$ cat config.mk
export PLATFORM = sky130hd
export DESIGN_NAME = serial_adder
export DESIGN_NICKNAME = d
export VERILOG_FILES = /design/src/rtl/serial_adder.sv
export SDC_FILE = /design/constraint.sdc
export NUM_CORES = 1
export LEC_CHECK = 0
export CORE_ASPECT_RATIO = 1.4
export CORE_MARGIN = 1.5
export CORE_UTILIZATION = 46
export DETAILED_ROUTE_END_ITERATION = 6
export PLACE_DENSITY = 0.75
export SLEW_MARGIN = 20
export SYNTH_ARGS = -nofsm -noshare
export SYNTH_HDL_FRONTEND = slang
export SYNTH_SLANG_ARGS = --single-unit
$ cat constraint.sdc
create_clock -name clk -period 1.5 [get_ports clk]
set_clock_uncertainty 0.1 [all_clocks]
set_input_delay 0.3 -clock clk [delete_from_list [all_inputs] [get_ports clk]]
set_output_delay 0.3 -clock clk [all_outputs]
set_load 0.01 [all_outputs]
$ cat src/rtl/serial_adder.sv
// serial_adder: WIDTH-bit add/sub, STEP bits per clock (in: clk rst start a b cin sub; out: busy done sum cout ovf)
module serial_adder #(
  parameter int WIDTH = 8,
  parameter int STEP = 1
) (
  input  logic             clk,
  input  logic             rst,
  input  logic             start,
  input  logic [WIDTH-1:0] a,
  input  logic [WIDTH-1:0] b,
  input  logic             cin,
  input  logic             sub,
  output logic             busy,
  output logic             done,
  output logic [WIDTH-1:0] sum,
  output logic             cout,
  output logic             ovf
);
  localparam int N = WIDTH / STEP;
  localparam int CW = N > 1 ? $clog2(N) : 1;
  typedef enum logic [1:0] {IDLE, RUN, DONE} state_t;
  state_t r_state, w_next;
  logic [WIDTH-1:0] r_a, r_b, r_res, w_res;
  logic [CW-1:0] r_cnt;
  logic [STEP:0] w_slice;
  logic r_c, w_last, w_load, w_cmsb;
  if (STEP < 1 || STEP > WIDTH || WIDTH % STEP != 0) begin : g_bad
    $error("serial_adder: STEP must divide WIDTH and lie in 1..WIDTH");
  end
  assign w_slice = {1'b0, r_a[STEP-1:0]} + {1'b0, r_b[STEP-1:0]} + {{STEP{1'b0}}, r_c};
  assign w_res = WIDTH'({w_slice[STEP-1:0], r_res} >> STEP);
  assign w_cmsb = w_slice[STEP-1] ^ r_a[STEP-1] ^ r_b[STEP-1];
  assign w_last = r_cnt == CW'(N - 1);
  assign w_load = start && r_state != RUN;
  assign busy = r_state == RUN;
  assign done = r_state == DONE;
  always_comb begin
    w_next = r_state == RUN ? (w_last ? DONE : RUN) : (start ? RUN : IDLE);
  end
  always_ff @(posedge clk) begin
    if (rst) r_state <= IDLE;
    else r_state <= w_next;
  end
  always_ff @(posedge clk) begin
    if (rst) begin
      r_a <= '0;
      r_b <= '0;
      r_c <= 1'b0;
      r_cnt <= '0;
      r_res <= '0;
      sum <= '0;
      cout <= 1'b0;
      ovf <= 1'b0;
    end else if (w_load) begin
      r_a <= a;
      r_b <= b ^ {WIDTH{sub}};
      r_c <= cin ^ sub;
      r_cnt <= '0;
    end else if (busy) begin
      r_a <= r_a >> STEP;
      r_b <= r_b >> STEP;
      r_c <= w_slice[STEP];
      r_cnt <= r_cnt + CW'(1);
      r_res <= w_res;
      if (w_last) begin
        sum <= w_res;
        cout <= w_slice[STEP];
        ovf <= w_cmsb ^ w_slice[STEP];
      end
    end
  end
endmodule

**Word-level counts from Yosys, hierarchy flattened**

Cells that the tools add are included.
Widths: inputs -> output; s select.

- Mux-type cells: 9
- Bitwise operators: 6
- $add $sub $neg: 3
- Eq/ne operators: 4
- Reduce and logical (&&, ||, !) cells: 5

Operators with widths:

| cell | count |
|---|---|
| $mux 8 | 4 |
| $xor 8x8->8 | 1 |
| $mux 2 | 2 |
| $xor 1x1->1 | 4 |
| $add 3x1->3 const B | 1 |
| $eq 3x3->1 const B | 1 |
| $mux 1 | 3 |
| $reduce_and 3->1 | 1 |
| $add 1x1->2 | 1 |
| $add 2x1->2 | 1 |
| $eq 2x1->1 const B | 1 |
| $eq 2x2->1 const B | 1 |
| $ne 2x1->1 const B | 1 |
| $reduce_and 2->1 | 1 |
| $reduce_bool 2->1 | 1 |
| $reduce_or 2->1 | 1 |
| $logic_and 1x1->1 | 1 |
| $not 1->1 | 1 |

- Logic and storage cells: 36
- Register bits after elaboration: 40
- Bits of input ports: 21

**Logic depth before layout (Yosys ltp)**

Gate-level depths: netlist (run 1).

- Depth after elaboration: 5
- Mapped depth: 7

**Least setup slack after synthesis (run 1)**

No wires, ideal clock.

- Kind: flip-flop to flip-flop
- Start point: register r_a[0]
- End point: register ovf
- Cell stages (with the launch flop): 5
- Clock period less this slack: 1,511 ps
- Path slack: -11 ps
- Arrival: 1,325 ps
- Library setup time: 86 ps
- Cell sequence: dfxtp_1 > fa_1 > xnor2_1 > xnor2_1 > a211oi_1

- Word-level cells in the longest chain between the ends: 5

RTL lines:

| what | RTL line | text |
|---|---|---|
| from (decl) | 23 | `logic [WIDTH-1:0] r_a, r_b, r_res, w_res;` |
| from (signal assigned) | 60 | `r_a <= r_a >> STEP;` |
| $add 1x1->2 | 30 | `assign w_slice = {1'b0, r_a[STEP-1:0]} + {1'b0, r_b[STEP-1:0]} + {{STEP{1'b0}}, r_c};` |
| $add 2x1->2 | 30 |  |
| net w_slice[0] | 25 | `logic [STEP:0] w_slice;` |
| $xor 1x1->1 (2 in series) | 32 | `assign w_cmsb = w_slice[STEP-1] ^ r_a[STEP-1] ^ r_b[STEP-1];` |
| $xor 1x1->1 | 68 | `ovf <= w_cmsb ^ w_slice[STEP];` |
| to (signal assigned) | 68 |  |
| to (decl) | 17 | `output logic ovf` |

The timed path passes the listed nets, and every way through them passes these cells.
A chain may end at the register's enable or synchronous reset.

**Final worst setup path (run 1)**

Ends and elaborated chain as after synthesis.

==> results of run 1 <==
==> cell usage after synthesis <==
cell and count:
nand3b_1 4, a2111oi_2 1, dfxtp_1 39, inv_2 1, buf_1 2, a211o_1 8, fa_1 1, nand2b_1 3
a211oi_1 8, nor2b_1 1, buf_2 7, nor2_1 18, and3b_1 1, xnor2_1 12, nor3_1 1, ha_1 2
a21oi_1 28, mux2i_1 8, nand2_1 43, buf_6 3, clkbuf_1 2, buf_4 1
==> timing repair <==
action	CTS	global route
setup endpoints to repair	13	12
pin swaps	4	0
gates resized for setup	14	6
setup buffers	0	1
==> layer usage <==
layer / up-vias / track usage (%) / share of wire, %
met5: - / 0 / 0
met2: 31 / 30.3 / 50
met1: 629 / 18.8 / 44
met4: 0 / 10.0 / 2.5
met3: 6 / 5.36 / 3.7
li1: 730 / - / -
==> final cells by class <==
type / count / share of cell area, %
Clock buffer: 7 / 3.53
Clock inverter: 1 / 0.231
Inverter: 1 / 0.174
Multi-Input combinational cell: 139 / 38.0
Sequential cell: 39 / 36.2
Tap cell: 40 / 2.31
Timing Repair Buffer: 47 / 19.5
==> sequential cells by signal, indices dropped and copies added, names as in the netlist <==
| signal | flops |
|---|---|
| r_res | 7 |
| r_c | 1 |
| cout | 1 |
| r_a | 8 |
| ovf | 1 |
| sum | 8 |
| r_cnt | 3 |
| r_b | 8 |
| r_state | 2 |
==> cells by family (layout without fill, tap and decap cells) <==
kind of cell	count (synthesis)	in the layout	share of synthesized area, %
adder cells (fa/ha/maj)	3	3	2.67
AND/OR/NAND/NOR	71	71	17.6
flip-flops	39	39	46.2
multiplexers	8	8	4.74
buffers and inverters	16	56	5.63
XOR/XNOR	12	12	6.22
AO/OA/AOI/OAI	45	45	16.9
==> layout by cell type, fill, tap and decap left out, drive strengths merged, types with 9 or more instances in the layout <==
cell           count
a21oi             28
buf               15
clkbuf             9
clkdlybuf4s50     20
dfxtp             39
dlygate4sd2       10
nand2             43
nor2              18
xnor2             12
==> path summary, 6_finish.rpt <==
kind         cells after the start  slack, ns     end    from
max                              4     0.0008     ovf  r_a[0]
min                              2       0.35  sum[2]  sum[2]
max reg2reg                      4     0.0008     ovf  r_a[0]
min reg2reg                      2       0.35  sum[2]  sum[2]
==> critical path: cells and delay by family (launching register included) <==
family	cells	cell delay, ns
adders and majority gates	1	0.53
DFF	1	0.33
xor gates and xnor gates	2	0.28
AOI/OAI and AO/OA	1	0.18
==> through the flow <==
| stage | utilization [%] | power [mW] | hold slack [ns] |
|---|---|---|---|
| final | 62.9 | 2.13 | 0.351 |
| after global routing | 62.9 | 2.24 | 0.364 |
| after CTS | 62.6 | 2.15 | 0.354 |
| after detailed placement | 60.6 | 1.48 | 0.347 |
| after global placement | 60.6 | 1.47 | 0.337 |
| after floorplan | - | 1.36 | 0.276 |
==> power by group <==
| part | total [mW] | leakage (nW) | internal, mW | switching (mW) |
|---|---|---|---|---|
| Sequential | 1.11 | 0.319 | 1.09 | 0.0276 |
| Clock | 0.672 | 0.0422 | 0.326 | 0.346 |
| Combinational | 0.347 | 0.525 | 0.193 | 0.154 |
| Total | 2.13 | 0.886 | 1.60 | 0.528 |
==> impl_summary.txt, run 1 <==
----------------------------------------------------
[Placed design]
  Dpl ws ... -0.119 ns
  RD Place Congestion ... 0.715
  Total of buffers placed on input and output ports ... 32
  Total placed instance area ... 2090 um2
  Placed Instances ... approximately 270
  Detailed placement HPWL ... 2170 um

[Yosys]
  Yosys top cell area share ... 46.2%
  Top area cells in the synthesized netlist ... dfxtp_1, nand2_1, a21oi_1, xnor2_1, mux2i_1
  Average size of a mapped cell ... 8.71 um2
  Mapped Nets ... 218
  Seq/Total Area, Yosys ... approximately 46%
  Total of flip-flops plus latches after synthesis ... 39
  Warnings from Yosys ... 0
  Distinct cells, synth ... 22
  Number of standard cells after synthesis ... 194
  Library cell with the largest summed area after synthesis ... dfxtp_1
  Netlist Area Pre-Place ... 1690 um2

[Timing]
  Final hold violations ... 0
  Minimum clock period ... 1.50 ns
  Slew at the pin closest to its max-slew limit ... 0.289 ns
  Unrepaired setup endpoints after global routing ... true
  Final worst path period share ... 99.9%
  Final worst slack ... approximately 0.00084 ns
  Setup TNS ... 0 ns
  Max Clock Freq ... 667 MHz
  Total count of max-transition violations in the final report ... 0
  Worst slew margin ... 80.7%
  Final setup violation count ... 0

[Clock tree]
  Root Buffer Master ... clkbuf_8
  Number of buffers between clock root and the deepest sink ... 2
  Total number of H-tree levels ... 2
  Hold-fix buffers at CTS ... 0
  Clock-pin slew on the worst setup and hold paths ... 0.07 ns
  CTS sink count ... 39
  CTS Buf Count ... 5
  TritonCTS clock tree ... done
  Clock insertion delay at the later pin of the skew report ... 0.29 ns

[Detailed routing]
  First-iteration detailed-routing DRC count ... 16
  Pre-antenna DRT Iters ... 4
  DRC Markers ... 0
  Post-detailed-routing wire length ... 3050 um
  Via count ... 1,396
  Avg Vias per Cell ... 5.09
  Number of nets still failing antenna checks after routing ... 0
  DR WL/cell ... 11.1 um

[Worst setup path]
  Maximum cell stage delay along the critical path ... around 0.53 ns
  Worst path slowest cell ... fa_1
  Kind of critical path ... flop to flop
  Critical path capture point type ... flop
  Max Fanout on Critical Path ... 2
  Critical path launch point type ... flop
  Critical Path AT ... 1.61 ns
  Cell-by-cell listing of the critical path ... fa_1 -> xnor2_2 -> xnor2_1 -> a211oi_1
  Required time at the endpoint of the critical path ... 1.62 ns

[Floorplan]
  Placement Rows ... 25
  Full die area ... slightly above 4000 um2
  Die H ... ~75 um
  Starting Density ... 49.1%
  Horizontal extent of the die ... 54.2 um
  Core region area ... 3440 um2
  Count of pins on the block boundary ... 33

[Cells and area]
  Finished layout cell area ... 2160 um2
  Area occupied by multi-input gates ... ~820 um2
  Fillcell total ... between 300 and 400
  Flip-flop and latch area ... 783 um2
  Filler-free cell count of the finished design ... around 270
  Area grow syn2layout ... 28.1%
  Nets@finish ... 257
  Ratio of cells with drive above 1 in the final layout ... roughly an eighth
  Diode insertion count for antenna repair ... 0

[GRT]
  Maximum number of pins on one net before global-route repair ... 30
  Number of global-route vias before repair ... 1,234
  GRT overflow ... 0
  Wire length of the first global-routing pass ... 5180 um
  GR Util All Layers ... ~18%
  Antenna violations before repair ... 0

[Power and ir drop]
  Max VDD drop ... about 0.56 mV
  Leakage power ... 0.886 nW
  Power per cell area ... between 900 and 1000 nW/um2

[Status]
  Status ... completed

[Run]
  Max cap viols ... 0

[Worst hold path]
  Type of the most critical hold path ... flop to flop

----------------------------------------------------
(Power assumes the default switching activity.)
==> run 2, diff against run 1 <==
CTS_CLUSTER_DIAMETER = 80   (was not set)
==> results of run 2 <==
Same layout as run 1: the final DEF is identical, and so are final timing and power.
==> run 3, diff against run 2 <==
--- a/config.mk
+++ b/config.mk
@@ -7,8 +7,11 @@
 export LEC_CHECK = 0
+export ABC_AREA = 1
+export CELL_PAD_IN_SITES_DETAIL_PLACEMENT = 1
+export CELL_PAD_IN_SITES_GLOBAL_PLACEMENT = 2
 export CORE_ASPECT_RATIO = 1.4
 export CORE_MARGIN = 1.5
-export CORE_UTILIZATION = 46
+export CORE_UTILIZATION = 25
 export CTS_CLUSTER_DIAMETER = 80
 export DETAILED_ROUTE_END_ITERATION = 6
-export PLACE_DENSITY = 0.75
+export PLACE_DENSITY_LB_ADDON = 0.1
 export SLEW_MARGIN = 20
--- a/constraint.sdc
+++ b/constraint.sdc
@@ -4,2 +4,2 @@
 set_output_delay 0.3 -clock clk [all_outputs]
-set_load 0.01 [all_outputs]
+set_load 0.1 [all_outputs]
==> impl_summary.txt, run 3 <==
----------------------------------------------------
[Timing]
  Final hold violations ... 0
  Final setup violation count ... 0
  Unrepaired setup endpoints after global routing ... true
  Worst slew margin ... 85.6%
  Max Clock Freq ... 679 MHz
  Total count of max-transition violations in the final report ... 0
  Final worst path period share ... 98.2%
  Slew at the pin closest to its max-slew limit ... 0.215 ns
  Minimum clock period ... 1.47 ns

[Detailed routing]
  DRC Markers ... 0
  Via count ... 1,669
  First-iteration detailed-routing DRC count ... 45
  Pre-antenna DRT Iters ... 4
  DR WL/cell ... approximately 11 um
  Avg Vias per Cell ... around 4.2
  Number of nets still failing antenna checks after routing ... 0
  Post-detailed-routing wire length ... about 4400 um

[Worst setup path]
  Critical path capture point type ... flop
  Family with the most delay on the worst path ... adder cells
  Launch point of the worst path ... r_b[0]
  Cell-by-cell listing of the critical path ... fa_2 -> nor2_1 -> nor2_1 -> nand2_1 -> nand3_1 -> nand2_1
  Critical path launch point type ... flop
  Buf/Inv on CP ... 0
  Worst path slowest cell ... fa_2
  Worst reg2reg setup slack ... 0.03 ns
  Required time at the endpoint of the critical path ... 1.60 ns
  Max Fanout on Critical Path ... 4
  Kind of critical path ... flop to flop
  Critical Path AT ... ~1.6 ns
  Worst flop-to-flop path startpoint ... r_b[0]
  Maximum cell stage delay along the critical path ... 0.61 ns

[Worst hold path]
  Hold Crit Start ... r_res[1]
  Type of the most critical hold path ... flop to flop

[Placed design]
  Total placed instance area ... about 2400 um2
  RD Place Congestion ... 0.719
  Placed Instances ... 387
  Detailed placement HPWL ... 3290 um
  Total of buffers placed on input and output ports ... 32

[Cells and area]
  Area occupied by multi-input gates ... approximately 850 um2
  Diode insertion count for antenna repair ... 0
  Finished layout cell area ... about 2600 um2
  Nets@finish ... around 330
  Flip-flop and latch area ... 790 um2
  Area grow syn2layout ... 44.5%
  Commonest cells after routing, fill and taps aside ... nand2_1, nor2_1, dfxtp_1, nand3_1, clkdlybuf4s50_1
  Fillcell total ... between 800 and 900
  Largest registers ... r_a (8), r_b (8), sum (8)
  Fin util ... 37.0%
  Ratio of cells with drive above 1 in the final layout ... 17.9%
  Filler-free cell count of the finished design ... 397
  Most frequent standard cell in the layout excluding fill and tap cells ... nand2_1

[Floorplan]
  Die H ... between 100 and 150 um
  Horizontal extent of the die ... around 74 um
  Full die area ... 7620 um2
  Count of pins on the block boundary ... 33
  Core region area ... 6940 um2
  Placement Rows ... 36
  Starting Density ... 25.6%

[Clock tree]
  Clock insertion delay at the later pin of the skew report ... 0.29 ns
  Total number of H-tree levels ... 2
  CTS sink count ... 39
  CTS Buf Count ... 5
  Root Buffer Master ... clkbuf_8
  Clock-pin slew on the worst setup and hold paths ... 0.08 ns
  Number of buffers between clock root and the deepest sink ... 2
  TritonCTS clock tree ... done

[Power and ir drop]
  Max VDD drop ... 0.409 mV
  Total power of the final layout ... 2.38 mW
  Leakage power ... 1.21 nW
  Power per cell area ... 928 nW/um2

[GRT]
  Antenna violations before repair ... 0
  GRT overflow ... 0
  GR Util All Layers ... 13.3%
  Wire length of the first global-routing pass ... 7690 um
  Maximum number of pins on one net before global-route repair ... 16
  Number of global-route vias before repair ... roughly 1,700

[Status]
  Status ... completed

[Yosys]
  Top FF cell, synth ... dfxtp_1
  Top area cells in the synthesized netlist ... dfxtp_1, nand2_1, nor2_1, nand3_1, inv_1
  Cell types with the highest counts after synthesis ... nand2_1, nor2_1, dfxtp_1, nand3_1, inv_1
  Warnings from Yosys ... 0
  Seq/Total Area, Yosys ... 44.0%
  Number of standard cells after synthesis ... 253
  Yosys top cell area share ... a little over two fifths
  Mapped Nets ... 277
  Total of flip-flops plus latches after synthesis ... 39
  Average size of a mapped cell ... 7.02 um2
  Number of enable-type register cells in the synthesized netlist ... 0
  Distinct cells, synth ... 19
  Library cell with the largest summed area after synthesis ... dfxtp_1
  Leading cell type by number of instances after synthesis ... nand2_1
  Fraction of registers with async set/reset ... 0%
  Netlist Area Pre-Place ... 1780 um2

[Run]
  Max cap viols ... 0

----------------------------------------------------
run 3: changes by cell type after synthesis, sizes merged, moves of 3 or more:
cell,delta
nand2,+41
nand3,+30
nor2,+28
a21oi,-24
inv,+19
a211o,-8
a211oi,-8
mux2i,-8
o21ai,+7
xnor2,-5
buf,-4
nand3b,-4
nand2b,-3
run 3: metal layers:
metal | wire [um] | track usage, % | part of all wire [%] | vias to the layer above
li1 | - | - | - | 872
met1 | 1900 | 15.4 | 44 | 762
met2 | 2240 | 23.1 | 51 | 27
met3 | 118 | 2.64 | 2.7 | 8
met4 | 97 | 6.29 | 2.2 | 0
met5 | 0 | 0 | 0 | -
run 3: per-stage QoR:
stage	setup slack, ns	hold slack [ns]	TNS, ns
after floorplan	0.0448	0.327	0
after global placement	-0.0447	0.350	-0.386
after detailed placement	-0.0352	0.349	-0.298
after CTS	0.00835	0.360	0
after global routing	-0.0222	0.381	-0.0222
final	0.0267	0.354	0
run 3: timing repair:
item | in CTS | in global routing
hold buffers | 0 | 0
setup endpoints to repair | 3 | 5
buffers inserted | 1 | 1
pin swaps | 3 | 4
endpoints found under the hold margin | 0 | 0
gates resized for setup | 3 | 4
run 3: cell type report:
cell class | count | area share (%)
Tap cell | 95 | 4.63
Inverter | 20 | 2.93
Timing Repair Buffer | 52 | 24.0
Multi-Input combinational cell | 183 | 33.3
Clock inverter | 3 | 1.71
Sequential cell | 39 | 30.8
Clock buffer | 5 | 2.68
run 3: worst paths after layout:
check / cells after the start / to
worst max-delay path: 6 / ovf
worst min-delay path: 2 / sum[0]
worst min register to register: 2 / sum[0]
worst max register to register: 6 / ovf
run 3: cell families (layout without fill, tap and decap cells):
| logic type | after synthesis | count (layout) | synth area share, % |
|---|---|---|---|
| buffers and inverters | 31 | 80 | 8.46 |
| flip-flops | 39 | 39 | 44.0 |
| AND/OR/NAND/NOR | 160 | 160 | 37.5 |
| XOR/XNOR | 9 | 9 | 4.44 |
| adder cells (fa/ha/maj) | 3 | 3 | 2.54 |
| AO/OA/AOI/OAI | 11 | 11 | 3.10 |
run 3: power by group:
group	switching [mW]	internal (mW)
Combinational	0.194	0.183
Clock	0.394	0.496
Sequential	0.0301	1.08
run 3: worst reg2reg max path: cells and delay by family, from the launching register on:
kind	cells	cell delay, ns
fa+ha+maj	1	0.61
flops	1	0.34
simple gates	5	0.33
